**src/rtl/seq_detect_param_pkg.sv**
```systemverilog
// Shared constants for the parameterised serial pattern detector.
//   PAT_W_MIN/PAT_W_MAX : legal range of the pattern length
//   CNT_W_MIN/CNT_W_MAX : legal range of the match-counter width
//   DEF_PAT             : pattern loaded at reset (first bit in MSB)
package seq_detect_param_pkg;

    localparam int unsigned PAT_W_MIN = 2;
    localparam int unsigned PAT_W_MAX = 16;
    localparam int unsigned CNT_W_MIN = 1;
    localparam int unsigned CNT_W_MAX = 16;

    localparam int unsigned DEF_PAT_W = 6;
    localparam logic [DEF_PAT_W-1:0] DEF_PAT = 6'b001001;

    // True when lo <= v <= hi.
    function automatic bit in_range(input int unsigned v,
                                    input int unsigned lo,
                                    input int unsigned hi);
        return (v >= lo) && (v <= hi);
    endfunction

endpackage

```
**src/rtl/seq_detect_param_sat_counter.sv**
```systemverilog
// Saturating up-counter.
//   clk : clock
//   rst : asynchronous active-low reset, clears cnt
//   inc : increment request, ignored once saturated
//   cnt : current count (W bits)
//   sat : high while cnt is all-ones
module sat_counter #(
    parameter int unsigned W = 8
) (
    input  logic         clk,
    input  logic         rst,
    input  logic         inc,
    output logic [W-1:0] cnt,
    output logic         sat
);

    if (W < 1) begin : g_bad_w
        $error("sat_counter: W must be at least 1");
    end

    assign sat = &cnt;

    // Count up, holding at all-ones rather than wrapping.
    always_ff @(posedge clk or negedge rst) begin
        if (!rst) begin
            cnt <= '0;
        end else if (inc && !sat) begin
            cnt <= cnt + W'(1);
        end
    end

endmodule

```
**src/rtl/seq_detect_param.sv**
```systemverilog
// Serial bit-pattern detector with a loadable pattern and optional overlap.
//   clk        : clock, all state on rising edge
//   rst        : asynchronous active-low reset
//   din        : serial data bit, sampled when din_valid is high
//   din_valid  : qualifies din
//   pattern    : new pattern (MSB is the first bit expected)
//   pat_load   : capture pattern this edge; din is ignored this cycle
//   overlap_en : 1 = overlapping matches, 0 = restart after each match
//   dout       : combinational (Mealy) match flag
//   dout_q     : dout delayed by one cycle
//   match_cnt  : saturating count of matches
//   cnt_sat    : high while match_cnt is all-ones
module seq_detect_param
    import seq_detect_param_pkg::*;
#(
    parameter int unsigned      PAT_W   = 6,
    parameter int unsigned      CNT_W   = 8,
    parameter logic [PAT_W-1:0] RST_PAT = PAT_W'(DEF_PAT)
) (
    input  logic             clk,
    input  logic             rst,
    input  logic             din,
    input  logic             din_valid,
    input  logic [PAT_W-1:0] pattern,
    input  logic             pat_load,
    input  logic             overlap_en,
    output logic             dout,
    output logic             dout_q,
    output logic [CNT_W-1:0] match_cnt,
    output logic             cnt_sat
);

    if (!in_range(PAT_W, PAT_W_MIN, PAT_W_MAX)) begin : g_bad_pat_w
        $error("seq_detect_param: PAT_W out of range 2..16");
    end
    if (!in_range(CNT_W, CNT_W_MIN, CNT_W_MAX)) begin : g_bad_cnt_w
        $error("seq_detect_param: CNT_W out of range 1..16");
    end

    // fill counts 0..PAT_W-1, so clog2(PAT_W) bits always suffice.
    localparam int unsigned FILL_W = $clog2(PAT_W);
    localparam logic [FILL_W-1:0] FILL_FULL = FILL_W'(PAT_W - 1);

    logic [PAT_W-1:0]  pat_q;
    logic [PAT_W-2:0]  hist;
    logic [FILL_W-1:0] fill;
    logic [PAT_W-1:0]  win_c;

    // Candidate window: stored history with the incoming bit appended.
    assign win_c = {hist, din};

    assign dout = din_valid & ~pat_load & (fill == FILL_FULL) & (win_c == pat_q);

    // Pattern register, shift history and fill level.
    always_ff @(posedge clk or negedge rst) begin
        if (!rst) begin
            pat_q <= RST_PAT;
            hist  <= '0;
            fill  <= '0;
        end else if (pat_load) begin
            pat_q <= pattern;
            fill  <= '0;
        end else if (din_valid) begin
            hist <= win_c[PAT_W-2:0];
            // Non-overlapping mode discards the completing bit as a new prefix.
            if (dout && !overlap_en) begin
                fill <= '0;
            end else if (fill != FILL_FULL) begin
                fill <= fill + FILL_W'(1);
            end
        end
    end

    // One-cycle delayed match flag.
    always_ff @(posedge clk or negedge rst) begin
        if (!rst) begin
            dout_q <= 1'b0;
        end else begin
            dout_q <= dout;
        end
    end

    sat_counter #(
        .W (CNT_W)
    ) u_cnt (
        .clk (clk),
        .rst (rst),
        .inc (dout),
        .cnt (match_cnt),
        .sat (cnt_sat)
    );

endmodule

```
**config.mk**
```make
export PLATFORM = sky130hd
export DESIGN_NAME = seq_detect_param
export DESIGN_NICKNAME = d
export VERILOG_FILES = /design/src/rtl/seq_detect_param_pkg.sv /design/src/rtl/seq_detect_param_sat_counter.sv /design/src/rtl/seq_detect_param.sv
export SDC_FILE = /design/constraint.sdc
export NUM_CORES = 1
export LEC_CHECK = 0
export ABC_AREA = 1
export CORE_MARGIN = 2
export CORE_UTILIZATION = 57
export CTS_BUF_LIST = sky130_fd_sc_hd__clkbuf_8
export DETAILED_ROUTE_END_ITERATION = 10
export PLACE_DENSITY = 0.86
export SETUP_SLACK_MARGIN = 0.3
export SLEW_MARGIN = 10
export SYNTH_ARGS = -nofsm -noshare
export SYNTH_HDL_FRONTEND = slang
export SYNTH_SLANG_ARGS = --single-unit
export TNS_END_PERCENT = 20
```
**constraint.sdc**
```tcl
create_clock -name clk -period 2.6 [get_ports clk]
set_input_delay 0.39 -clock clk [delete_from_list [all_inputs] [get_ports clk]]
set_output_delay 0.39 -clock clk [all_outputs]
set_load 0.05 [all_outputs]
```
; Yosys cells after proc, flatten, opt, wreduce, memory -nomap -nowiden
; Index checks and enable logic that the tools add are counted.
[op_classes]
muxes = 4
add_sub_neg = 2
bitwise_logic = 4
n_reduce_logical = 9
eq_ne = 3
[ops]
columns = cell, n
row1 = 3-bit 2-to-1 mux, 4
row2 = "8-bit by 1-bit adder with 8-bit output, second input constant", 1
row3 = 8-bit AND reduction, 1
row4 = 6-bit == test, 1
row5 = 2-bit AND reduction, 2
row6 = "3-bit by 1-bit adder with 3-bit output, second input constant", 1
row7 = 1-bit AND, 3
row8 = "3-bit == test, second input constant", 1
row9 = "3-bit != test, second input constant", 1
row10 = 3-bit nonzero test, 1
row11 = 1-bit logical AND, 2
row12 = 1-bit logical NOT, 2
row13 = 2-bit nonzero test, 1
row14 = 1-bit inverter, 1
[totals]
reg_bits = 23
inputBits = 12
out_inout_bits = 11
elab_cells = 27

; Depth between registers and ports, before layout
; Gate-level depths: netlist of run 1.
[logic_depth]
word_depth = 8
mapped_depth = 11

; Hierarchy
; A second synthesis of run 1 with hierarchy kept.
[hier_totals]
hier_cells = 144
hier_area_um2 = 1252.5
[by_module_without_submodules]
columns = mod, instances, area_per_inst_um2, cells_each, seq_area_each_um2
row1 = seq_detect_param, 1, 764.5, 81, 377.9
row2 = sat_counter, 1, 488.0, 63, 200.2

; Worst setup path after synthesis of run 1
; OpenSTA, ideal clock, no wires.
[synth_timing]
path_kind = register to output
startpoint = register u_cnt.cnt[0]
endpoint = output port cnt_sat
stages_incl_launch_ff = 6
required_ps = 2210
t_arrival_ps = 1700
slack_ps = 510
cell_sequence = dfrtp_1 > ha_1 > inv_1 > nor3_4 > nand3_2 > inv_1
[synth_via]
elab_chain_len = 1
[synth_lines]
columns = element, line_no
row1 = "start, declared", seq_detect_param_sat_counter.sv:13  ; output logic [W-1:0] cnt,
row2 = "start signal, assigned", seq_detect_param_sat_counter.sv:28  ; cnt <= cnt + W'(1);
row3 = 8-bit AND reduction, seq_detect_param_sat_counter.sv:21  ; assign sat = &cnt;
row4 = "end, declared", seq_detect_param.sv:30  ; output logic cnt_sat
; Every way passes these cells.

; Final worst setup path of run 1
[layout_timing]
startpoint = input port din_valid
endpoint = output port dout
[layout_via]
elab_chain_len = 3
[layout_lines]
columns = element, line_no
row1 = "start, declared", seq_detect_param.sv:23  ; input logic din_valid,
row2 = 1-bit AND (3 in a row), seq_detect_param.sv:52  ; assign dout = din_valid & ~pat_load & (fill == FILL_FULL) & (win_c == pat_q);
row3 = "end, declared", seq_detect_param.sv:27  ; output logic dout,
; Every way passes these cells.

==> results of run 1 <==
cell type report:
class / instances / area (sq um)
Clock buffer: 3 / 41.3
Inverter: 24 / 90.1
Fill cell: 134 / 459
Timing Repair Buffer: 24 / 243
Clock inverter: 1 / 3.75
Sequential cell: 23 / 578
Multi-Input combinational cell: 101 / 533
Tap cell: 27 / 33.8
worst paths after layout:
path                                end  slack, ps  cells after the start
max in group asynchronous      pat_q[3]       1840                      2
min in group clk               pat_q[0]        470                      2
min                        u_cnt.cnt[2]        470                      2
max reg2reg                u_cnt.cnt[5]       1090                      6
max                                dout        400                      8
min reg2reg                    pat_q[0]        470                      2
cell families (layout without fill, tap and decap cells):
kind of cell	count (synthesis)	after routing	synth area share [%]
flip-flops	23	23	48.0
buffers and inverters	25	52	7.90
AND/OR/NAND/NOR	76	76	29.0
adder cells (fa/ha/maj)	3	3	3.12
XOR/XNOR	9	9	6.55
AO/OA/AOI/OAI	13	13	5.41
where the power goes:
part | leakage [nW] | switching (W) | internal [W] | total [W]
Sequential | 0.300 | 0.0000179 | 0.000384 | 0.000402
Combinational | 0.435 | 0.0000615 | 0.0000448 | 0.000106
Clock | 0.0269 | 0.000113 | 0.000106 | 0.000219
Total | 0.762 | 0.000193 | 0.000534 | 0.000727
layer usage:
| layer | vias up | GRT usage (%) |
|---|---|---|
| li1 | 514 | - |
| met1 | 482 | 23.9 |
| met2 | 29 | 38.4 |
| met3 | 3 | 5.15 |
| met4 | 0 | 8.80 |
| met5 | - | 0 |
Yosys cell counts, drive strengths merged:
master  instances
nand3           9
ha              3
dfstp           2
dfrtp          21
nor2            6
inv            24
xor2            3
nor3            3
nand4           3
o21ai          13
nand2          55
buf             1
xnor2           6
critical path, stage by stage:
cell,delay [ps]
clkdlybuf4s50_1,460
inv_1,80
nor2_4,190
nand2_1,100
inv_1,100
nand4_1,110
nor2_2,210
buf_12,170
sequential cells by signal, summed over array words and instances, names as in the netlist:
name	flops
u_cnt.cnt	8
pat_q	6
hist	5
fill	3
dout_q	1
cells in the final DEF, fill, tap and decap left out, types with 4 or more instances in the layout:
master / instances
nand2_1: 54
inv_1: 24
dfrtp_1: 21
clkdlybuf4s50_1: 20
o21ai_0: 13
xnor2_1: 6
nand3_1: 6
nor2_1: 4
through the flow:
stage | hold slack, ps | worst slack, ps | instance area (sq um) | utilization (%)
2_1_floorplan | 94.4 | 510 | 1200 | -
3_3_place_gp | 462 | 413 | 1480 | 74.4
3_5_place_dp | 463 | 333 | 1480 | 74.4
4_1_cts | 474 | 337 | 1520 | 76.7
5_1_grt | 485 | 324 | 1520 | 76.8
6_report | 471 | 403 | 1520 | 76.8
==> impl_metrics.yaml, run 1 <==
run_status:
  status: "finished clean"
worst_setup_path:
  crit_path_max_fanout: 9
  cp.required_ps: 2210
  arrival_ps: 1810
  crit_type: "in -> out"
  cp-end-kind: "output pin"
  startpoint: "din_valid"
  cp-start-kind: "primary input"
  regToRegStartpoint: "u_cnt.cnt[0]"
clock_tree:
  cts_hold_buf: 0
  clock-sinks: 23
  cts_buffers: 3
  clock_latency_ps: 270
  clkSlewWorstSetupHoldPaths_ps: 80
  root_buffer: "clkbuf_8"
  cts_resized: 0
  post_cts_buffers: 0
  cts_tree: "yes"
  clock_path_buffers: 2
  htreeDepth: 1
cells_and_area:
  diodes: 0
  nets: 192
  area_growth_syn_to_layout_pct: 26.5
  layout-drive-gt1-share_pct: 10.2
  stdcell_count: 203
timing:
  setup_violations: 0
  finalHoldViolCount: 0
  fin_crit_ps: 2200
  max_freq_mhz: 455
  period_share_pct: 84.5
  rsz0062_at_grt: "false"
  worst_pin_slew_ps: 497
  maxSlewViolCount: 0
  slew_headroom_pct: 66.8
  skew_ps: 2.43
  finalSetupTns_ps: 0
routing:
  wire_per_inst_um: 11.2
  top_layer_used: "met4"
  wl_met1_um: 960
  drt-pass1-iter-count: 4
  route.antenna.remaining_nets: 0
  wl_met2_um: 1200
  vias_per_cell: 5.06
  dr.first_iter.drc_count: 8
  drc: 0
  met3_length_um: 100
  postRouteWirelength_um: 2280
  num_vias: 1028
worst_hold_path:
  hold_path.class: "in -> async"
floorplan:
  boundaryPins: 23
  fp-row-count: 16
  die_h_um: 50.0
  die-area_sq_mm: 0.00250
  start_util_pct: 60.7
  chipWidth_um: 50.0
  core_sq_mm: 0.00198
power:
  irDropWorstVdd_mv: 0.503
  p_per_area_mw_per_mm2: 477
  p_leak_nw: 0.762
  finalPower_w: 0.000727
run:
  drv_cap: 0
synth:
  synth.top_cell.area_share_pct: 43.7
  synth_warnings: 0
  synthTopCellsByArea: "dfrtp_1 44%, nand2_1 17%, inv_1 7.2%"
  avgSynthCellArea_sq_um: 8.08
  yosysUniqueCellTypes: 19
  synth_top_area_cell: "dfrtp_1"
  synth-seq-cells: 23
  synth_area_sq_mm: 0.00120
  synth_nets: 164
  seq_area_frac_synth_pct: 48.0
  syn_inst: 149
global_routing:
  antenna_found_initial: 0
  grt_pass1_vias: 994
  track_usage_pct: 21.3
  gr-total-overflow: 0
  grt_pass1_wl_um: 4000
  grt_max_degree: 24
placement:
  dp_hpwl_um: 1740
  post-place-cells: 199
  place_congestion: 0.774
  io_buffers: 22
Note: power is estimated with default switching activity, not from simulation.
==> run 2: changes to the inputs <==
CORE_UTILIZATION = 48   (was 57)
PLACE_DENSITY = 0.78   (was 0.86)
clock period = 1.9 ns   (was 2.6 ns; I/O delays follow)
==> run 2 against run 1 <==
Sequential power up 37%. Largest power group unchanged. Critical path depth down 7. Power up 36%. Highest routed layer unchanged. Clock skew about the same. Critical endpoint is now match_cnt[7]. Setup slack worse by 330 ps. Register-to-register slack worse by 710 ps. Flip-flop and latch count unchanged. Largest cell class unchanged. Combinational power up 40%. Non-clock buffer count up 7. Sequential share of layout area down 2.1 points.
==> impl_metrics.yaml, run 2 (same netlist as run 1, synthesis figures left out) <==
clock_tree:
  clkSlewWorstSetupHoldPaths_ps: 80
  clock-sinks: 23
  cts_buffers: 3
  clock_latency_ps: 260
  root_buffer: "clkbuf_8"
  clock_path_buffers: 2
  cts_tree: "yes"
  htreeDepth: 1
timing:
  fin_hold_ws_ps: 368
  fin_crit_ps: 1830
  maxSlewViolCount: 0
  period_share_pct: 96.4
  slew_headroom_pct: 66.5
  setup_violations: 0
  max_freq_mhz: 546
  rsz0062_at_grt: "true"
  worst_pin_slew_ps: 502
  finalSetupTns_ps: 0
  finalHoldViolCount: 0
  setup_ws_ps: 68.2
  skew_ps: 2.35
worst_setup_path:
  cp-end-kind: "output pin"
  startpoint: "u_cnt.cnt[7]"
  cpPeakStageDelay_ps: 840
  crit_path_max_fanout: 4
  r2r_cells: 6
  r2r-end: "u_cnt.cnt[6]"
  path_buf_inv: 1
  critical-path-top-delay-family: "buffers and inverters"
  timing.reg2reg.setup_slack_ps: 380
  critPathSlowestCell: "clkdlybuf4s50_1"
  path_cells: "clkdlybuf4s50_1"
  crit_type: "reg -> out"
  regToRegStartpoint: "pat_q[0]"
  worst-path-stages: 1
  arrival_ps: 1550
  crit_end: "match_cnt[7]"
  cp-start-kind: "register"
  cp.required_ps: 1620
floorplan:
  boundaryPins: 23
  die-area_sq_mm: 0.00292
  die_h_um: 54.1
  core_sq_mm: 0.00243
  chipWidth_um: 54.1
  start_util_pct: 49.5
  fp-row-count: 18
global_routing:
  grt_pass1_vias: 1026
  grt_max_degree: 24
  gr-total-overflow: 0
  antenna_found_initial: 0
  grt_pass1_wl_um: 4030
  track_usage_pct: 18.9
routing:
  dr.first_iter.drc_count: 21
  vias_per_cell: 4.92
  postRouteWirelength_um: 2310
  route.antenna.remaining_nets: 0
  drt-pass1-iter-count: 4
  num_vias: 1048
  drc: 0
  wire_per_inst_um: 10.8
cells_and_area:
  layout-drive-gt1-share_pct: 19.7
  top_regs: "u_cnt.cnt: 8 flops, pat_q: 6 flops, hist: 5 flops"
  largest_reg_flops: 8
  most-common-layout-cells: "53 x nand2_1, 21 x inv_1, 19 x clkdlybuf4s50_1, 15 x dfrtp_1, 13 x o21ai_0"
  diodes: 0
  area_growth_syn_to_layout_pct: 35.7
  stdcell_count: 213
  top_register: "u_cnt.cnt"
  layout_commonest_cell: "nand2_1"
  nets: 199
placement:
  post-place-ws_ps: 69.7
  post-place-cells: 203
  io_buffers: 22
  place_congestion: 0.820
  dp_hpwl_um: 1760
run:
  drv_cap: 0
worst_hold_path:
  hold_path.class: "in -> async"
power:
  p_per_area_mw_per_mm2: 607
  irDropWorstVdd_mv: 0.478
  p_leak_nw: 0.794
run_status:
  status: "finished clean"
[run 2: layout make-up]
type / instances / area [sq um]
Clock buffer: 3 / 41.3
Fill cell: 204 / 800
Timing Repair Buffer: 31 / 310
Clock inverter: 1 / 3.75
Sequential cell: 23 / 586
Inverter: 24 / 93.8
Tap cell: 30 / 37.5
Multi-Input combinational cell: 101 / 561
[run 2: through the flow]
| step | power [W] | cell area (sq um) | util (%) |
|---|---|---|---|
| 2_1_floorplan | 0.000643 | 1230 | - |
| 3_3_place_gp | 0.000696 | 1530 | 62.9 |
| 3_5_place_dp | 0.000703 | 1530 | 62.9 |
| 4_1_cts | 0.00101 | 1610 | 66.0 |
| 5_1_grt | 0.00104 | 1630 | 67.1 |
| 6_report | 0.000991 | 1630 | 67.1 |
[run 2: routing by layer]
metal	track usage, %	up-vias	wire length, um
li1	-	525	-
met1	22.1	496	1010
met2	33.9	22	1160
met3	2.78	5	95
met4	8.75	0	38
met5	0	-	0
[run 2: report_power, final]
group          switching, W  leakage (nW)  internal [W]
clock network      0.000149        0.0269      0.000144
logic             0.0000834         0.477     0.0000649
registers         0.0000241         0.290      0.000525
[run 2: worst min path at each step]
| stage | startpoint | slack [ps] | depth (start not counted) | end |
|---|---|---|---|---|
| 3_5_place_dp | pat_q[0] | 470 | 2 | pat_q[0] |
| 3_3_place_gp | pat_q[0] | 460 | 2 | pat_q[0] |
| 6_report | rst | 370 | 2 | u_cnt.cnt[6] |
| 2_1_floorplan | rst | -10 | 0 | dout_q |
| 5_1_grt | rst | 430 | 2 | u_cnt.cnt[7] |
| 4_1_cts | rst | 380 | 2 | dout_q |
[run 2: repair_timing]
action / 4_1_cts / 5_1_grt
hold buffers: 0 / 0
resized for setup: 2 / 3
setup endpoints to repair: 11 / 16
pin swaps: 1 / 2
setup buffers: 4 / 2
